[config.mk]
export PLATFORM = sky130hd
export DESIGN_NAME = rcc_sys_clk_sw_ctrl
export DESIGN_NICKNAME = d
export VERILOG_FILES = /design/src/rtl/rcc_pkg.sv /design/src/rtl/rcc_sw_timer.sv /design/src/rtl/rcc_sys_clk_sw_ctrl.sv
export SDC_FILE = /design/constraint.sdc
export NUM_CORES = 1
export LEC_CHECK = 0
export CAP_MARGIN = 25
export CORE_MARGIN = 2
export CORE_UTILIZATION = 30
export CTS_BUF_LIST = sky130_fd_sc_hd__clkbuf_16
export DETAILED_ROUTE_END_ITERATION = 8
export GPL_TIMING_DRIVEN = 0
export MAX_ROUTING_LAYER = met4
export PLACE_DENSITY = 0.5
export SYNTH_ARGS = -nofsm -noshare
export SYNTH_HDL_FRONTEND = slang
export SYNTH_SLANG_ARGS = --single-unit
[constraint.sdc]
create_clock -name clk_in -period 2.8 [get_ports clk_in]
set_input_delay 0.56 -clock clk_in [delete_from_list [all_inputs] [get_ports clk_in]]
set_output_delay 0.56 -clock clk_in [all_outputs]
set_load 0.02 [all_outputs]
[src/rtl/rcc_pkg.sv]
`default_nettype none
// ============================================================================
// Module      : rcc_pkg
// Description : Source encodings, FSM state type and helpers shared by the
//               system clock switch controller.
// Revision    : 1.0
// ============================================================================
package rcc_pkg;

    localparam logic [1:0] SRC_HSI  = 2'd0;
    localparam logic [1:0] SRC_CSI  = 2'd1;
    localparam logic [1:0] SRC_HSE  = 2'd2;
    localparam logic [1:0] SRC_PLL1 = 2'd3;

    typedef logic [1:0] state_t;
    localparam state_t ST_IDLE     = 2'd0;
    localparam state_t ST_WAIT_RDY = 2'd1;
    localparam state_t ST_SETTLE   = 2'd2;

    function automatic logic [3:0] src_onehot(input logic [1:0] src);
        logic [3:0] oh;
        oh      = 4'b0000;
        oh[src] = 1'b1;
        return oh;
    endfunction

endpackage
`default_nettype wire

[src/rtl/rcc_sw_timer.sv]
`default_nettype none
// ============================================================================
// Module      : rcc_sw_timer
// Description : Loadable saturating down-counter with zero flag.
// Revision    : 1.0
// ============================================================================
module rcc_sw_timer #(
    parameter int WIDTH = 1
) (
    input  logic             clk,
    input  logic             rst,
    input  logic             i_load,
    input  logic [WIDTH-1:0] i_load_val,
    input  logic             i_dec,
    output logic             o_zero
);

    logic [WIDTH-1:0] r_cnt;

    always_ff @(posedge clk) begin
        if (rst) begin
            r_cnt <= '0;
        end else if (i_load) begin
            r_cnt <= i_load_val;
        end else if (i_dec && (r_cnt != '0)) begin
            r_cnt <= r_cnt - 1'b1;
        end
    end

    assign o_zero = (r_cnt == '0);

endmodule
`default_nettype wire

[src/rtl/rcc_sys_clk_sw_ctrl.sv]
`default_nettype none
// ============================================================================
// Module      : rcc_sys_clk_sw_ctrl
// Description : Select/status control for the glitch-free sys_clk switch,
//               including CSS and stop-wakeup forced switches.
// Revision    : 1.0
// ============================================================================
module rcc_sys_clk_sw_ctrl #(
    parameter int SETTLE_CYCLES = 8,
    parameter int RDY_TIMEOUT   = 1024
) (
    input  logic       clk_in,
    input  logic       sys_rst,
    input  logic       sw_wr,
    input  logic [1:0] sw_req,
    input  logic       hsi_rdy,
    input  logic       csi_rdy,
    input  logic       hse_rdy,
    input  logic       pll1_rdy,
    input  logic       stop_wakeup,
    input  logic       stopwuck,
    input  logic       hse_css_fail,
    output logic [1:0] sys_clk_sw,
    output logic [1:0] sws,
    output logic       sw_busy,
    output logic       sw_err,
    output logic       css_evt,
    output logic [3:0] src_in_use
);

    import rcc_pkg::*;

    localparam int c_SET_W = (SETTLE_CYCLES > 1) ? $clog2(SETTLE_CYCLES) : 1;
    localparam int c_TO_W  = (RDY_TIMEOUT > 1)   ? $clog2(RDY_TIMEOUT)   : 1;
    localparam logic [c_SET_W-1:0] c_SET_LOAD = c_SET_W'(SETTLE_CYCLES - 1);
    localparam logic [c_TO_W-1:0]  c_TO_LOAD  = c_TO_W'(RDY_TIMEOUT - 1);

    state_t     r_state;
    logic [1:0] r_target;
    logic [1:0] r_sys_clk_sw;
    logic [1:0] r_sws;
    logic       r_sw_busy;
    logic       r_sw_err;
    logic       r_css_evt;

    logic       w_tgt_rdy;
    logic       w_css_hit;
    logic       w_force;
    logic [1:0] w_force_src;
    logic       w_accept;
    logic       w_rdy_sw;
    logic       w_set_load;
    logic       w_set_dec;
    logic       w_set_zero;
    logic       w_to_dec;
    logic       w_to_zero;

    always_comb begin
        w_tgt_rdy = 1'b0;
        case (r_target)
            SRC_HSI:  w_tgt_rdy = hsi_rdy;
            SRC_CSI:  w_tgt_rdy = csi_rdy;
            SRC_HSE:  w_tgt_rdy = hse_rdy;
            SRC_PLL1: w_tgt_rdy = pll1_rdy;
            default:  w_tgt_rdy = 1'b0;
        endcase
    end

    // Bit 1 of the encoding marks the HSE-derived sources (HSE, PLL1).
    assign w_css_hit   = hse_css_fail && (r_sws[1] || r_sys_clk_sw[1]);
    assign w_force     = w_css_hit || stop_wakeup;
    assign w_force_src = (w_css_hit || !stopwuck) ? SRC_HSI : SRC_CSI;

    assign w_accept   = sw_wr && (r_state == ST_IDLE) && (sw_req != r_sws) && !w_force;
    assign w_rdy_sw   = (r_state == ST_WAIT_RDY) && w_tgt_rdy && !w_force;
    assign w_set_load = w_force || w_rdy_sw;
    assign w_set_dec  = (r_state == ST_SETTLE);
    assign w_to_dec   = (r_state == ST_WAIT_RDY) && !w_tgt_rdy && !w_force;

    rcc_sw_timer #(.WIDTH(c_SET_W)) u_settle_tmr (
        .clk        (clk_in),
        .rst        (sys_rst),
        .i_load     (w_set_load),
        .i_load_val (c_SET_LOAD),
        .i_dec      (w_set_dec),
        .o_zero     (w_set_zero)
    );

    rcc_sw_timer #(.WIDTH(c_TO_W)) u_timeout_tmr (
        .clk        (clk_in),
        .rst        (sys_rst),
        .i_load     (w_accept),
        .i_load_val (c_TO_LOAD),
        .i_dec      (w_to_dec),
        .o_zero     (w_to_zero)
    );

    always_ff @(posedge clk_in) begin
        if (sys_rst) begin
            r_state      <= ST_IDLE;
            r_target     <= SRC_HSI;
            r_sys_clk_sw <= SRC_HSI;
            r_sws        <= SRC_HSI;
            r_sw_busy    <= 1'b0;
            r_sw_err     <= 1'b0;
            r_css_evt    <= 1'b0;
        end else begin
            r_css_evt <= w_css_hit;
            if (w_force) begin
                r_sys_clk_sw <= w_force_src;
                r_state      <= ST_SETTLE;
                r_sw_busy    <= 1'b1;
            end else begin
                case (r_state)
                    ST_IDLE: begin
                        if (w_accept) begin
                            r_target  <= sw_req;
                            r_sw_err  <= 1'b0;
                            r_state   <= ST_WAIT_RDY;
                            r_sw_busy <= 1'b1;
                        end
                    end
                    ST_WAIT_RDY: begin
                        if (w_tgt_rdy) begin
                            r_sys_clk_sw <= r_target;
                            r_state      <= ST_SETTLE;
                        end else if (w_to_zero) begin
                            r_sw_err  <= 1'b1;
                            r_state   <= ST_IDLE;
                            r_sw_busy <= 1'b0;
                        end
                    end
                    ST_SETTLE: begin
                        if (w_set_zero) begin
                            r_sws     <= r_sys_clk_sw;
                            r_sw_busy <= 1'b0;
                            r_state   <= ST_IDLE;
                        end
                    end
                    default: begin
                        r_state   <= ST_IDLE;
                        r_sw_busy <= 1'b0;
                    end
                endcase
            end
        end
    end

    assign sys_clk_sw = r_sys_clk_sw;
    assign sws        = r_sws;
    assign sw_busy    = r_sw_busy;
    assign sw_err     = r_sw_err;
    assign css_evt    = r_css_evt;
    assign src_in_use = src_onehot(r_sws) | (r_sw_busy ? src_onehot(r_sys_clk_sw) : 4'b0000);

endmodule
`default_nettype wire
Yosys cells after proc, flatten, opt, wreduce, memory -nomap -nowiden:

Cells that the tools add are included.

* register bits after elaboration: 24
* bits in read-only memories: 0
* memories kept: 0
* input bits: 12
* bits in latches: 0
* bits in writable memories: 0
* word-level logic and storage cells: 102
* output and inout port bits: 11

* equal/unequal tests: 16
* $mul: 0
* divide/modulo/power cells: 0
* reductions and logical operators: 38
* $add $sub $neg: 2
* bitwise gates (word level): 2
* order comparisons: 4
* shift operators: 0
* muxes and demuxes: 30

Operator list (number)
* 10-bit 2-to-1 mux: 2
* 2-bit 2-to-1 mux: 8
* 1-bit logical AND: 12
* 3-bit AND reduction: 4
* 1-bit 2-to-1 mux: 11
* 10-bit logical NOT: 1
* 10-bit nonzero test: 1
* 2-bit nonzero test: 5
* 10-bit by 1-bit subtractor with 10-bit output (second input constant): 1
* 3-bit by 2-bit inequality test with 1-bit output (second input constant): 3
* 2-bit == test (second input constant): 3
* 2-bit by 3-bit < comparator with 1-bit output (second input constant): 2
* 3-bit 2-to-1 mux: 2
* 3-bit inequality test (second input constant): 2
* 2-bit one-hot mux with 3 select lines: 1
* 5-bit AND reduction: 1
* 1-bit demux with 2-bit select: 2
* 2-bit by 1-bit == test with 1-bit output (second input constant): 2
* 2-bit by 1-bit greater-or-equal comparator with 1-bit output (second input constant): 2
* 2-bit logical NOT: 2
* 1-bit logical OR: 4
* 4-bit 2-to-1 mux: 1
* 2-bit by 1-bit inequality test with 1-bit output (second input constant): 2
* 2-bit inequality test (second input constant): 2
* other kinds (14): 16

Longest topological paths before layout:

* word-level depth: 8
* gate-level depth with buffers: 8
* depth with buffers taken out: 7

Hierarchy:

A second synthesis with hierarchy kept.

* cells, all modules: 166
* area total of the unflattened synthesis: 1466.4 µm²

Modules (own cells, without submodules)
* rcc_sys_clk_sw_ctrl: area each 656.9 µm², seq. area each 220.2 µm², cells an instance 73, instances 1
* rcc_sw_timer (u_timeout_tmr): area each 626.9 µm², seq. area each 200.2 µm², cells an instance 72, instances 1
* rcc_sw_timer (u_settle_tmr): area each 182.7 µm², seq. area each 60.1 µm², cells an instance 21, instances 1

Least setup slack after synthesis:

No wires, ideal clock.

* kind: input -> register
* start: input port pll1_rdy
* end: register u_timeout_tmr.r_cnt[7]
* data required time: 2.726 ns
* library setup time: 0.074 ns
* slack: 0.379 ns
* arrival time: 2.347 ns
* path buffers: 1
* stages on the path: 6
* cells stage by stage: mux4_2 -> a31o_1 -> buf_6 -> or4_4 -> or3_1 -> a31oi_1

* word-level cells in the longest chain between the ends: 6

RTL lines
* from (decl): RTL line rcc_sys_clk_sw_ctrl.sv:19 `input logic pll1_rdy,`
* 1-bit one-hot mux with 4 select lines: RTL line rcc_sys_clk_sw_ctrl.sv:60 `case (r_target)`
* 1-bit logical NOT: RTL line rcc_sys_clk_sw_ctrl.sv:78 `assign w_to_dec = (r_state == ST_WAIT_RDY) && !w_tgt_rdy && !w_force;`
* 1-bit logical AND (2 in a row): RTL line rcc_sys_clk_sw_ctrl.sv:78
* 1-bit logical AND: RTL line rcc_sw_timer.sv:25 `end else if (i_dec && (r_cnt != '0)) begin`
* 2-bit nonzero test (no source line)
* to (signal assigned): RTL line rcc_sw_timer.sv:24 `r_cnt <= i_load_val;`
* to (signal assigned): RTL line rcc_sw_timer.sv:26 `r_cnt <= r_cnt - 1'b1;`
* to (decl): RTL line rcc_sw_timer.sv:18 `logic [WIDTH-1:0] r_cnt;`

No other way between the ends.
A chain may end at the register's enable or synchronous reset.

Worst setup path in the final report:

Same ends and word-level chain as after synthesis.

==> qor.yml <==
run_status:
  status: "finished, final reports clean"
final_layout:
  design_area_sq_um: 1600
  num_antenna_cells: 0
  fill_cells: 411
  post-route-util_pct: 40.2
  area_growth_pct: 29.3
  drive_gt1_share_pct: 5.23
  layout.nets: 188
timing:
  layout_min_cycle_time_ns: 2.66
  tightest_slew_ns: 0.564
  hold_violations: 0
  rsz0062_at_grt: "no"
  fmax_mhz: 376
  fin_skew_ns: 0.00199
  drv_slew: 0
  slew_headroom_pct: 62.3
  setup-violations-final: 0
  min_period_over_period_pct: 95.0
  worst_slack_ns: 0.139
hold_path:
  hold_path_depth: 2
  hold_path.class: "reg -> reg"
  hold_end: "sw_err"
  min_from: "sw_err"
yosys:
  ys_ff_latch: 24
  yosysTopAreaCell: "dfxtp_1"
  synthSimpleGateAreaFrac_pct: 21.2
  synth-edff-count: 0
  ys_top_cells_by_area: "dfxtp_1 39%, a21oi_1 6.5%, xnor2_1 5.7%"
  synthesis.nets: 161
  synth_most_common_cell: "dfxtp_1"
  yosysWarnings: 0
  synthAdderAreaFrac_pct: 3.04
  synth_xor_area_share_pct: 7.09
  avgSynthCellArea_sq_um: 8.46
  ys_top_cells_by_count: "24 x dfxtp_1, 16 x a21oi_1, 10 x inv_1"
  syn-cell-area_sq_um: 1230
  synth_top_family_by_area: "simple AND/OR/NAND/NOR gates"
  ys.flop_type: "dfxtp_1"
  synthMuxAreaShare_pct: 8.51
  synthCells: 146
  ys_seq_area_share_pct: 38.9
  synth-compound-area-share_pct: 15.2
  synth.top_cell.area_share_pct: 38.9
  synthArstFlopShare_pct: 0
  yosysUniqueCellTypes: 34
global_routing:
  grt_usage_pct: 15.0
  antenna_found_initial: 0
  grt_pass1_wl_um: 5130
  grt_max_degree: 14
  overflow: 0
  grt_pass1_vias: 1136
clock_tree:
  path_clk_slew_ns: 0.06
  post_cts_buffers: 0
  post_cts_resized: 0
  cts.sinks: 24
  cts_max_level: 1
  hold_buffers: 0
  clockBufferDepth: 2
  cts_root_buf: "clkbuf_16"
  cts_tree: "done"
  clk_latency_ns: 0.25
  cts_made_buffers: 3
setup_path:
  worst_ep_required_time_ns: 2.98
  cp_slowest_cell: "mux4_2"
  r2r_end: "u_timeout_tmr.r_cnt[7]"
  critPathTopFamily: "simple AND/OR/NAND/NOR gates"
  arrival_ns: 2.84
  cp_max_fo: 10
  worstSetupStartpointType: "input pin"
  crit_buf_inv: 2
  ff2ff_path_depth: 6
  r2r-start: "r_target[0]"
  r2r_slack_ns: 0.41
  path_cells: "clkdlybuf4s50_1, mux4_2, a31o_1, buf_6, or4_4, or3_1, a31oi_1"
  max_stage_delay_ns: 0.53
  end_kind: "flop"
  worstSetupPathType: "in -> reg"
power:
  p_leak_nw: 0.583
  ir_worst_vdd_mv: 0.244
  p_per_area_nw_per_um2: 518
floorplanning:
  die_y_um: 68.2
  row_count: 23
  pin_count: 23
  die_width_um: 68.2
  die_area_sq_um: 4650
  initial_utilization_pct: 31.1
  core_area_sq_um: 3970
routing:
  drt_iter0_markers: 33
  num_vias: 1089
  post_drt_wl_per_cell_um: 12.8
  viasPerCell: 4.91
  drt_pass1_iterations: 4
  wl_um: 2830
  drc_errors: 0
  drtAntennaViolNets: 0
placed_design:
  dpl_cell_area_sq_um: 1520
  hpwl_um: 2160
  dpl_worst_slack_ns: -0.127
  numPortBuffers: 22
  gp_congestion: 0.778
run:
  drv_cap: 0
-- metal layers --
metal | GRT usage, % | wire length (um)
met3 | 2.96 | 97
met1 | 18.2 | 1330
met5 | - | 0
met2 | 25.5 | 1380
met4 | 3.75 | 26
-- per-stage QoR --
stage / hold slack [ns] / TNS (ns) / std cells / total power, mW
finish: 0.525 / 0 / 222 / 0.828
global route: 0.547 / 0 / 222 / 0.883
CTS: 0.530 / 0 / 222 / 0.839
detailed placement: 0.518 / -0.127 / 218 / 0.529
global placement: 0.515 / -0.112 / 218 / 0.525
floorplan: 0.491 / 0 / 146 / 0.480
-- area by class of cell --
class / count / area, sq um / area share (%)
multi-input cells: 104 / 679 / 42.6
flip-flops and latches: 24 / 480 / 30.1
repair buffers: 22 / 220 / 13.8
clock buffers: 3 / 75.1 / 4.70
well taps: 50 / 62.6 / 3.92
plain buffers: 8 / 37.5 / 2.35
inverters: 10 / 37.5 / 2.35
clock inverters: 1 / 3.75 / 0.235
-- cell families after synthesis --
| kind of cell | Yosys count |
|---|---|
| buf+inv | 18 |
| compound gates | 33 |
| flops | 24 |
| xor+xnor | 10 |
| mux | 9 |
| fa+ha+maj | 3 |
| simple gates | 49 |
-- how the worst max path moves through the flow --
stage | startpoint | end | slack [ns] | cells past startpoint
6_report | pll1_rdy | u_timeout_tmr.r_cnt[7] | 0.14 | 7
3_3_place_gp | pll1_rdy | u_timeout_tmr.r_cnt[7] | -0.11 | 7
5_1_grt | hse_rdy | u_timeout_tmr.r_cnt[7] | 0.07 | 7
4_1_cts | pll1_rdy | u_timeout_tmr.r_cnt[7] | 0.14 | 7
2_1_floorplan | pll1_rdy | u_timeout_tmr.r_cnt[7] | 0.38 | 6
3_5_place_dp | pll1_rdy | u_timeout_tmr.r_cnt[7] | -0.13 | 7
-- power by group --
group / total [mW] / internal [mW] / switching, mW
Combinational: 0.144 / 0.0690 / 0.0747
Clock: 0.306 / 0.191 / 0.115
Sequential: 0.378 / 0.361 / 0.0169
-- state kept, by name, summed over array words and instances, names as in the netlist, 2 cells and up --
signal and flops:
r_state 2, r_target 2, u_timeout_tmr.r_cnt 10, u_settle_tmr.r_cnt 3, sws 2, sys_clk_sw 2
-- worst register-to-register path, cell delays in order, from the launching register on --
cell and delay (ns):
dfxtp_1 0.38, mux4_2 0.58, a31o_1 0.22, buf_6 0.14, or4_4 0.53, or3_1 0.32, a31oi_1 0.15
-- cell usage in the layout, fill, tap and decap left out, drive strengths merged, types with 2 or more instances in the layout --
cell type	n
o21ai	7
o21a	2
nand2	8
inv	10
or3	5
dfxtp	24
or4	2
clkdlybuf4s50	22
nor3b	3
nor4	5
ha	3
nand3	3
mux2i	6
nor2	9
clkbuf	10
xnor2	8
nor2b	2
xor2	2
mux2	2
o22ai	2
a21oi	16
a31oi	2
nor3	8
Note: power is estimated with default switching activity, not from simulation.
